**src/rtl/mem_stage_pkg.sv**
```systemverilog
// -----------------------------------------------------------------------------
// mem_stage_pkg
// Shared constants for the memory-access stage of the RV32I pipeline:
//   - AluOpBus and the EX_* operation encodings (pass-through and load/store)
//   - Stall_MEM, the index of the MEM stage in the stall vector
//   - mem_state_e, the stage FSM encoding (MEM_IDLE / MEM_ACCESS / MEM_DONE)
//   - small decode helpers used by the stage and its load-extend sub-module
// -----------------------------------------------------------------------------
package mem_stage_pkg;

    localparam int ALU_OP_WIDTH = 8;
    typedef logic [ALU_OP_WIDTH-1:0] AluOpBus;

    // Non-memory operations (pass straight through the stage)
    localparam AluOpBus EX_NOP  = 8'h00;
    localparam AluOpBus EX_ADD  = 8'h01;
    localparam AluOpBus EX_SUB  = 8'h02;
    localparam AluOpBus EX_AND  = 8'h03;
    localparam AluOpBus EX_OR   = 8'h04;
    localparam AluOpBus EX_XOR  = 8'h05;

    // Loads
    localparam AluOpBus EX_LB   = 8'h10;
    localparam AluOpBus EX_LH   = 8'h11;
    localparam AluOpBus EX_LW   = 8'h12;
    localparam AluOpBus EX_LBU  = 8'h13;
    localparam AluOpBus EX_LHU  = 8'h14;

    // Stores
    localparam AluOpBus EX_SB   = 8'h18;
    localparam AluOpBus EX_SH   = 8'h19;
    localparam AluOpBus EX_SW   = 8'h1A;

    // Position of the MEM stage in the pipeline stall vector
    localparam int STALL_WIDTH = 6;
    localparam int Stall_MEM   = 3;

    typedef enum logic [1:0] {
        MEM_IDLE   = 2'd0,
        MEM_ACCESS = 2'd1,
        MEM_DONE   = 2'd2
    } mem_state_e;

    function automatic logic is_load(input AluOpBus op);
        return (op == EX_LB) || (op == EX_LH) || (op == EX_LW) ||
               (op == EX_LBU) || (op == EX_LHU);
    endfunction

    function automatic logic is_store(input AluOpBus op);
        return (op == EX_SB) || (op == EX_SH) || (op == EX_SW);
    endfunction

    function automatic logic is_mem_op(input AluOpBus op);
        return is_load(op) || is_store(op);
    endfunction

    // Index of the final byte of the access (byte count - 1). Non-memory ops
    // map to 0 so a stray op in ACCESS can never leave the counter spinning.
    function automatic logic [1:0] last_byte_idx(input AluOpBus op);
        logic [1:0] idx;
        case (op)
            EX_LH, EX_LHU, EX_SH: idx = 2'd1;
            EX_LW, EX_SW:         idx = 2'd3;
            default:              idx = 2'd0;
        endcase
        return idx;
    endfunction

endpackage

```
**src/rtl/mem_stage_load_extend.sv**
```systemverilog
// -----------------------------------------------------------------------------
// mem_stage_load_extend
// Combinational sign/zero extension of the assembled load bytes.
// Ports:
//   i_aluop  in   AluOpBus  load operation selecting width and signedness
//   i_buf    in   32        little-endian assembled bytes (byte 0 in [7:0])
//   o_data   out  32        value to write back
// -----------------------------------------------------------------------------
module mem_stage_load_extend
    import mem_stage_pkg::*;
(
    input  AluOpBus     i_aluop,
    input  logic [31:0] i_buf,
    output logic [31:0] o_data
);

    always_comb begin
        o_data = i_buf;
        case (i_aluop)
            EX_LB:   o_data = {{24{i_buf[7]}}, i_buf[7:0]};
            EX_LBU:  o_data = {24'd0, i_buf[7:0]};
            EX_LH:   o_data = {{16{i_buf[15]}}, i_buf[15:0]};
            EX_LHU:  o_data = {16'd0, i_buf[15:0]};
            EX_LW:   o_data = i_buf;
            default: o_data = i_buf;
        endcase
    end

endmodule

```
**src/rtl/mem_stage.sv**
```systemverilog
// -----------------------------------------------------------------------------
// mem_stage
// Memory-access stage of the five-stage RV32I pipeline. Non-memory ops pass
// straight from EX/MEM to MEM/WB. Loads and stores are broken into 1, 2 or 4
// byte transfers on an 8-bit memory-controller port while the stage requests a
// pipeline stall; EX/MEM holds its outputs for the whole access.
// Ports:
//   clk, rst                 clock, synchronous active-high reset
//   mem_rd_addr/enable/data  destination reg, write enable, ALU result / store data
//   mem_aluop                operation (AluOpBus)
//   mem_ram_addr             effective byte address of a load/store
//   wb_rd_addr/enable/data   to MEM/WB (wb_rd_data also feeds ID forwarding)
//   stall_req_mem            stall request to the stall controller
//   mc_req, mc_we, mc_addr,  byte-transfer request, direction, address and
//   mc_wdata                 write byte
//   mc_rdata, mc_ready       read byte and transfer-complete handshake
// -----------------------------------------------------------------------------
module mem_stage
    import mem_stage_pkg::*;
#(
    parameter int ADDR_WIDTH = 32
)
(
    input  logic                  clk,
    input  logic                  rst,
    input  logic [4:0]            mem_rd_addr,
    input  logic                  mem_rd_enable,
    input  logic [31:0]           mem_rd_data,
    input  AluOpBus               mem_aluop,
    input  logic [ADDR_WIDTH-1:0] mem_ram_addr,
    output logic [4:0]            wb_rd_addr,
    output logic                  wb_rd_enable,
    output logic [31:0]           wb_rd_data,
    output logic                  stall_req_mem,
    output logic                  mc_req,
    output logic                  mc_we,
    output logic [ADDR_WIDTH-1:0] mc_addr,
    output logic [7:0]            mc_wdata,
    input  logic [7:0]            mc_rdata,
    input  logic                  mc_ready
);

    mem_state_e  r_state;
    mem_state_e  w_state_next;
    logic [1:0]  r_cnt;
    logic [1:0]  w_cnt_next;

    logic        w_is_mem;
    logic        w_is_load;
    logic        w_is_store;
    logic [1:0]  w_last_idx;
    logic        w_xfer_done;
    logic        w_start;
    logic [31:0] w_buf;
    logic [31:0] w_load_value;

    assign w_is_load  = is_load(mem_aluop);
    assign w_is_store = is_store(mem_aluop);
    assign w_is_mem   = w_is_load | w_is_store;
    assign w_last_idx = last_byte_idx(mem_aluop);

    // mc_req is high for the whole of ACCESS, so ready alone marks completion
    // there; ready seen in any other state is ignored.
    assign w_xfer_done = (r_state == MEM_ACCESS) && mc_ready;
    assign w_start     = (r_state == MEM_IDLE) && w_is_mem;

    // ------------------------------------------------------------------ FSM
    always_ff @(posedge clk) begin
        if (rst) begin
            r_state <= MEM_IDLE;
            r_cnt   <= 2'd0;
        end else begin
            r_state <= w_state_next;
            r_cnt   <= w_cnt_next;
        end
    end

    always_comb begin
        w_state_next = r_state;
        w_cnt_next   = r_cnt;
        case (r_state)
            MEM_IDLE: begin
                if (w_is_mem) begin
                    w_state_next = MEM_ACCESS;
                    w_cnt_next   = 2'd0;
                end
            end
            MEM_ACCESS: begin
                if (w_xfer_done) begin
                    // The 2-bit counter wraps after a word; it is cleared
                    // again before the next access starts.
                    w_cnt_next = r_cnt + 2'd1;
                    if (r_cnt == w_last_idx) begin
                        w_state_next = MEM_DONE;
                    end
                end
            end
            MEM_DONE: begin
                w_state_next = MEM_IDLE;
            end
            default: begin
                w_state_next = MEM_IDLE;
                w_cnt_next   = 2'd0;
            end
        endcase
    end

    // ------------------------------------------------- load assembly lanes
    // One byte lane per possible transfer; a lane captures mc_rdata only on
    // the completed transfer whose counter value selects it.
    generate
        for (genvar gi = 0; gi < 4; gi++) begin : g_lane
            logic [7:0] r_lane;

            always_ff @(posedge clk) begin
                if (rst || w_start) begin
                    r_lane <= 8'd0;
                end else if (w_xfer_done && w_is_load && (r_cnt == 2'(gi))) begin
                    r_lane <= mc_rdata;
                end
            end

            assign w_buf[gi*8 +: 8] = r_lane;
        end
    endgenerate

    mem_stage_load_extend u_load_extend (
        .i_aluop (mem_aluop),
        .i_buf   (w_buf),
        .o_data  (w_load_value)
    );

    // ------------------------------------------------------------- outputs
    always_comb begin
        wb_rd_addr    = 5'd0;
        wb_rd_enable  = 1'b0;
        wb_rd_data    = 32'd0;
        stall_req_mem = 1'b0;
        mc_req        = 1'b0;
        mc_we         = 1'b0;
        mc_addr       = '0;
        mc_wdata      = 8'd0;
        if (!rst) begin
            case (r_state)
                MEM_IDLE: begin
                    if (w_is_mem) begin
                        // Write-back stays disabled until DONE so MEM/WB
                        // never latches a partial result.
                        stall_req_mem = 1'b1;
                    end else begin
                        wb_rd_addr   = mem_rd_addr;
                        wb_rd_enable = mem_rd_enable;
                        wb_rd_data   = mem_rd_data;
                    end
                end
                MEM_ACCESS: begin
                    stall_req_mem = 1'b1;
                    mc_req        = 1'b1;
                    mc_we         = w_is_store;
                    mc_addr       = mem_ram_addr + ADDR_WIDTH'(r_cnt);
                    mc_wdata      = mem_rd_data[{r_cnt, 3'b000} +: 8];
                end
                MEM_DONE: begin
                    wb_rd_addr = mem_rd_addr;
                    if (w_is_load) begin
                        wb_rd_enable = mem_rd_enable;
                        wb_rd_data   = w_load_value;
                    end
                end
                default: begin
                    stall_req_mem = 1'b0;
                end
            endcase
        end
    end

endmodule

```
**config.mk**
```make
export PLATFORM = sky130hd
export DESIGN_NAME = mem_stage
export DESIGN_NICKNAME = d
export VERILOG_FILES = /design/src/rtl/mem_stage_pkg.sv /design/src/rtl/mem_stage_load_extend.sv /design/src/rtl/mem_stage.sv
export SDC_FILE = /design/constraint.sdc
export NUM_CORES = 1
export LEC_CHECK = 0
export CAP_MARGIN = 10
export CORE_ASPECT_RATIO = 0.6
export CORE_MARGIN = 8
export CORE_UTILIZATION = 45
export DETAILED_ROUTE_END_ITERATION = 8
export PLACE_DENSITY = 0.92
export RECOVER_POWER = 50
export SLEW_MARGIN = 20
export SYNTH_ARGS = -nofsm -noshare
export SYNTH_HDL_FRONTEND = slang
export SYNTH_HIERARCHICAL = 1
export SYNTH_SLANG_ARGS = --single-unit
```
**constraint.sdc**
```tcl
create_clock -name clk -period 4.8 [get_ports clk]
set_clock_uncertainty 0.2 [all_clocks]
set_input_delay 0.48 -clock clk [delete_from_list [all_inputs] [get_ports clk]]
set_output_delay 0.48 -clock clk [all_outputs]
set_load 0.005 [all_outputs]
```
==> impl_results.md <==
* Status: finished clean
* Mux share of post-synthesis cell area at 14.9%
* Yosys cell types at 62
* Fraction of the yosys area taken by sequential cells at between 20% and 30%
* Worst-path clk slew at about 60 ps
* # Max-Cap Violations at 0
* Fillcell total at 580
* Vias in the first global route at 4166
* Later-pin clock latency in the skew report at 280 ps
* Antenna Cells at 0
* Avg WL per Cell at 21.8 um
* CTS sink count at 36
* Clock root cell: clkbuf_16
* Leakage at 2.05 nW
* List of most frequent post-synthesis cells: 51 x nor2_1, 36 x dfxtp_1, 35 x mux2i_1
* Final setup vio count at 0
* Synth Area in XOR/XNOR at 2.21%
* Mapped Cells at 419
* Hold depth at 2
* Final Wtd Congestion at 0.862
* Clk buf depth at 2
* Worst vdd ir at 0.000203 V
* CP Capture Type: primary output
* Post-CTS sizing at 0
* Startpoint of the worst hold path: g_lane[0].r_lane[4]
* Slew Limit Fails at 0
* Most frequent cell after synthesis: nor2_1
* Unrepaired setup endpoints after global routing: no
* GRT Total Usage at 25.8%
* Die W at 131 um
* Via total after detailed routing at 4222
* Max Clock Freq at approximately 230 MHz
* Main combinational cell family by area after synthesis: simple AND/OR/NAND/NOR gates
* Initial antenna violation count at 0
* Syn nets at between 500 and 600
* Core Rows at 25
* Initial DRC count at 305
* Full die area at 11100 um2
* Final period util at 88.7%
* Async SR Flop Fraction at 0%
* R2r startpoint: r_state[0]
* CP Launch Type: input pin
* Synthesized area at 3560 um2
* I/O pins at 170
* Cell area power density at 168 nW/um2
* Antenna Nets Post-Route at 0
* Ranking of synthesized cells by area: dfxtp_1 20%, mux2i_1 9.8%, a22o_1 7.9%
* Worst slew pin tran at approximately 1400 ps
* CP Data Arrival Time at 3580 ps
* Reg2reg setup slack at 2190 ps
* Post-CTS Setup Inserts at 0
* Via density at 6.28
* Fin crit period at 4260 ps
* Initial Utilization at between 40% and 50%
* # DRC at 0
* First-pass GRT wire length at 22800 um
* CTS hold repair buffers at 0
* Multi-input logic area at 2600 um2
* Setup TNS at 0 ps
* Simple-gate portion of the synthesized area at 27.9%
* Adder-Cell Fraction of Synth Area at 2.67%
* Core outline area at just under 8000 um2
* Die height at roughly 85 um
* Warnings, synthesis at 6
* CTS H-tree depth at 2
* Relative slew slack at 3.93%
* Hold_ws at 303 ps
* Synth Area in Compound Gates at about a quarter
* Critical path class: input pin to primary output
* Port bufs at 169
* P&R area growth vs syn at 51.0%
* Overall Power at 0.000905 W
* Hold Path End: g_lane[0].r_lane[4]
* Hold Path Class: flip-flop to flip-flop
* Leading area contributor after synthesis: dfxtp_1
* Syn_area_per_cell at 8.50 um2
* Worst r2r dst: r_cnt[1]
* Register area at 721 um2
* CTS buffer count at 5
* Post-synth top flop: dfxtp_1
* Crit Path Max Fanout at 6
* Share of cells above drive strength 1 at 6.38%
* # nets final at 659
* Drt pass-1 iters at 5
* Largest net degree at the start of global routing at 33
* Hold Fails Final Rpt at 0
* Proportion of netlist area held by the largest area contributor at about a fifth
* R2r worst-path depth at 4
* Yosys reg bits at 36
* Grt total ovfl at 0
* Dpl hpwl at 11400 um
* CTS tree: yes
* Critical Path RT at 4120 ps
* Post-synth EDFFs at 0
* DRT Wirelength at 14600 um
sequential cells by signal (all words and copies together), names as in the netlist:
name	count
r_cnt	2
r_state	2
g_lane.r_lane	32
logic make-up after synthesis:
group	Yosys count
XOR/XNOR	9
AND/OR/NAND/NOR	164
flip-flops	36
AO/OA/AOI/OAI	117
buffers and inverters	43
adder cells (fa/ha/maj)	7
multiplexers	43
routing by layer:
layer	vias up	track usage, %	wire length (um)
met1	2054	34.8	6310
met5	-	0	0
met4	0	4.46	193
met2	238	40.9	6660
met3	18	6.45	1460
li1	1912	-	-
area by class of cell:
| type | count | area share [%] |
|---|---|---|
| Clock buffer | 5 | 2.33 |
| Clock inverter | 3 | 0.791 |
| Inverter | 6 | 0.419 |
| Multi-Input combinational cell | 340 | 48.4 |
| Sequential cell | 36 | 13.4 |
| Tap cell | 108 | 2.51 |
| Timing Repair Buffer | 174 | 32.1 |
through the flow:
step / setup slack, ps / cell area, um2 / utilization [%] / instances
after floorplan: 1840 / 3560 / - / 419
after global placement: 821 / 5220 / 67.1 / 664
after detailed placement: 683 / 5220 / 67.1 / 664
after CTS: 667 / 5390 / 69.2 / 672
after global routing: 340 / 5380 / 69.0 / 672
final: 541 / 5380 / 69.0 / 672
cell usage in the layout (no fill, tap or decap), drive strengths merged, types with 2 or more instances in the layout:
cell	count
clkdlybuf4s50	154
nor2	51
dfxtp	36
mux2i	35
a22o	32
o2bb2ai	24
nand2	18
a21oi	18
and2	16
dlygate4sd3	15
nand4	14
nand3	10
or4	10
o31ai	9
or3	9
nor4	9
o21ai	9
xnor2	8
mux4	8
a22oi	8
inv	6
ha	6
clkbuf	6
nor3	5
buf	4
a21o	3
a31oi	3
a41o	3
and4	3
nand2b	3
or2	3
or3b	3
nor4b	3
and3	2
worst max-delay path, cell delays in order:
cell and delay (ps):
dlygate4sd3_1 770, or4b_1 590, a2111oi_0 830, nor3_1 220, and3_1 240, clkdlybuf4s50_1 450
where the power goes:
group	leakage [nW]	internal [W]	total (W)	switching, W
Combinational	1.68	0.000133	0.000235	0.000102
Clock	0.0798	0.000244	0.000371	0.000127
Sequential	0.290	0.000299	0.000300	0.000000662
how the worst max path moves through the flow:
stage                          from            end  slack, ps  cells after the start
finish                 mem_aluop[4]   wb_rd_enable        540                      6
floorplan                  r_cnt[0]    mc_addr[28]       1840                      7
detailed placement  mem_ram_addr[0]    mc_addr[28]        680                      8
global route           mem_aluop[4]  wb_rd_addr[3]        340                      6
CTS                 mem_ram_addr[0]    mc_addr[28]        670                      8
global placement    mem_ram_addr[0]    mc_addr[24]        820                      8
Power figures use the tool's default switching activity.
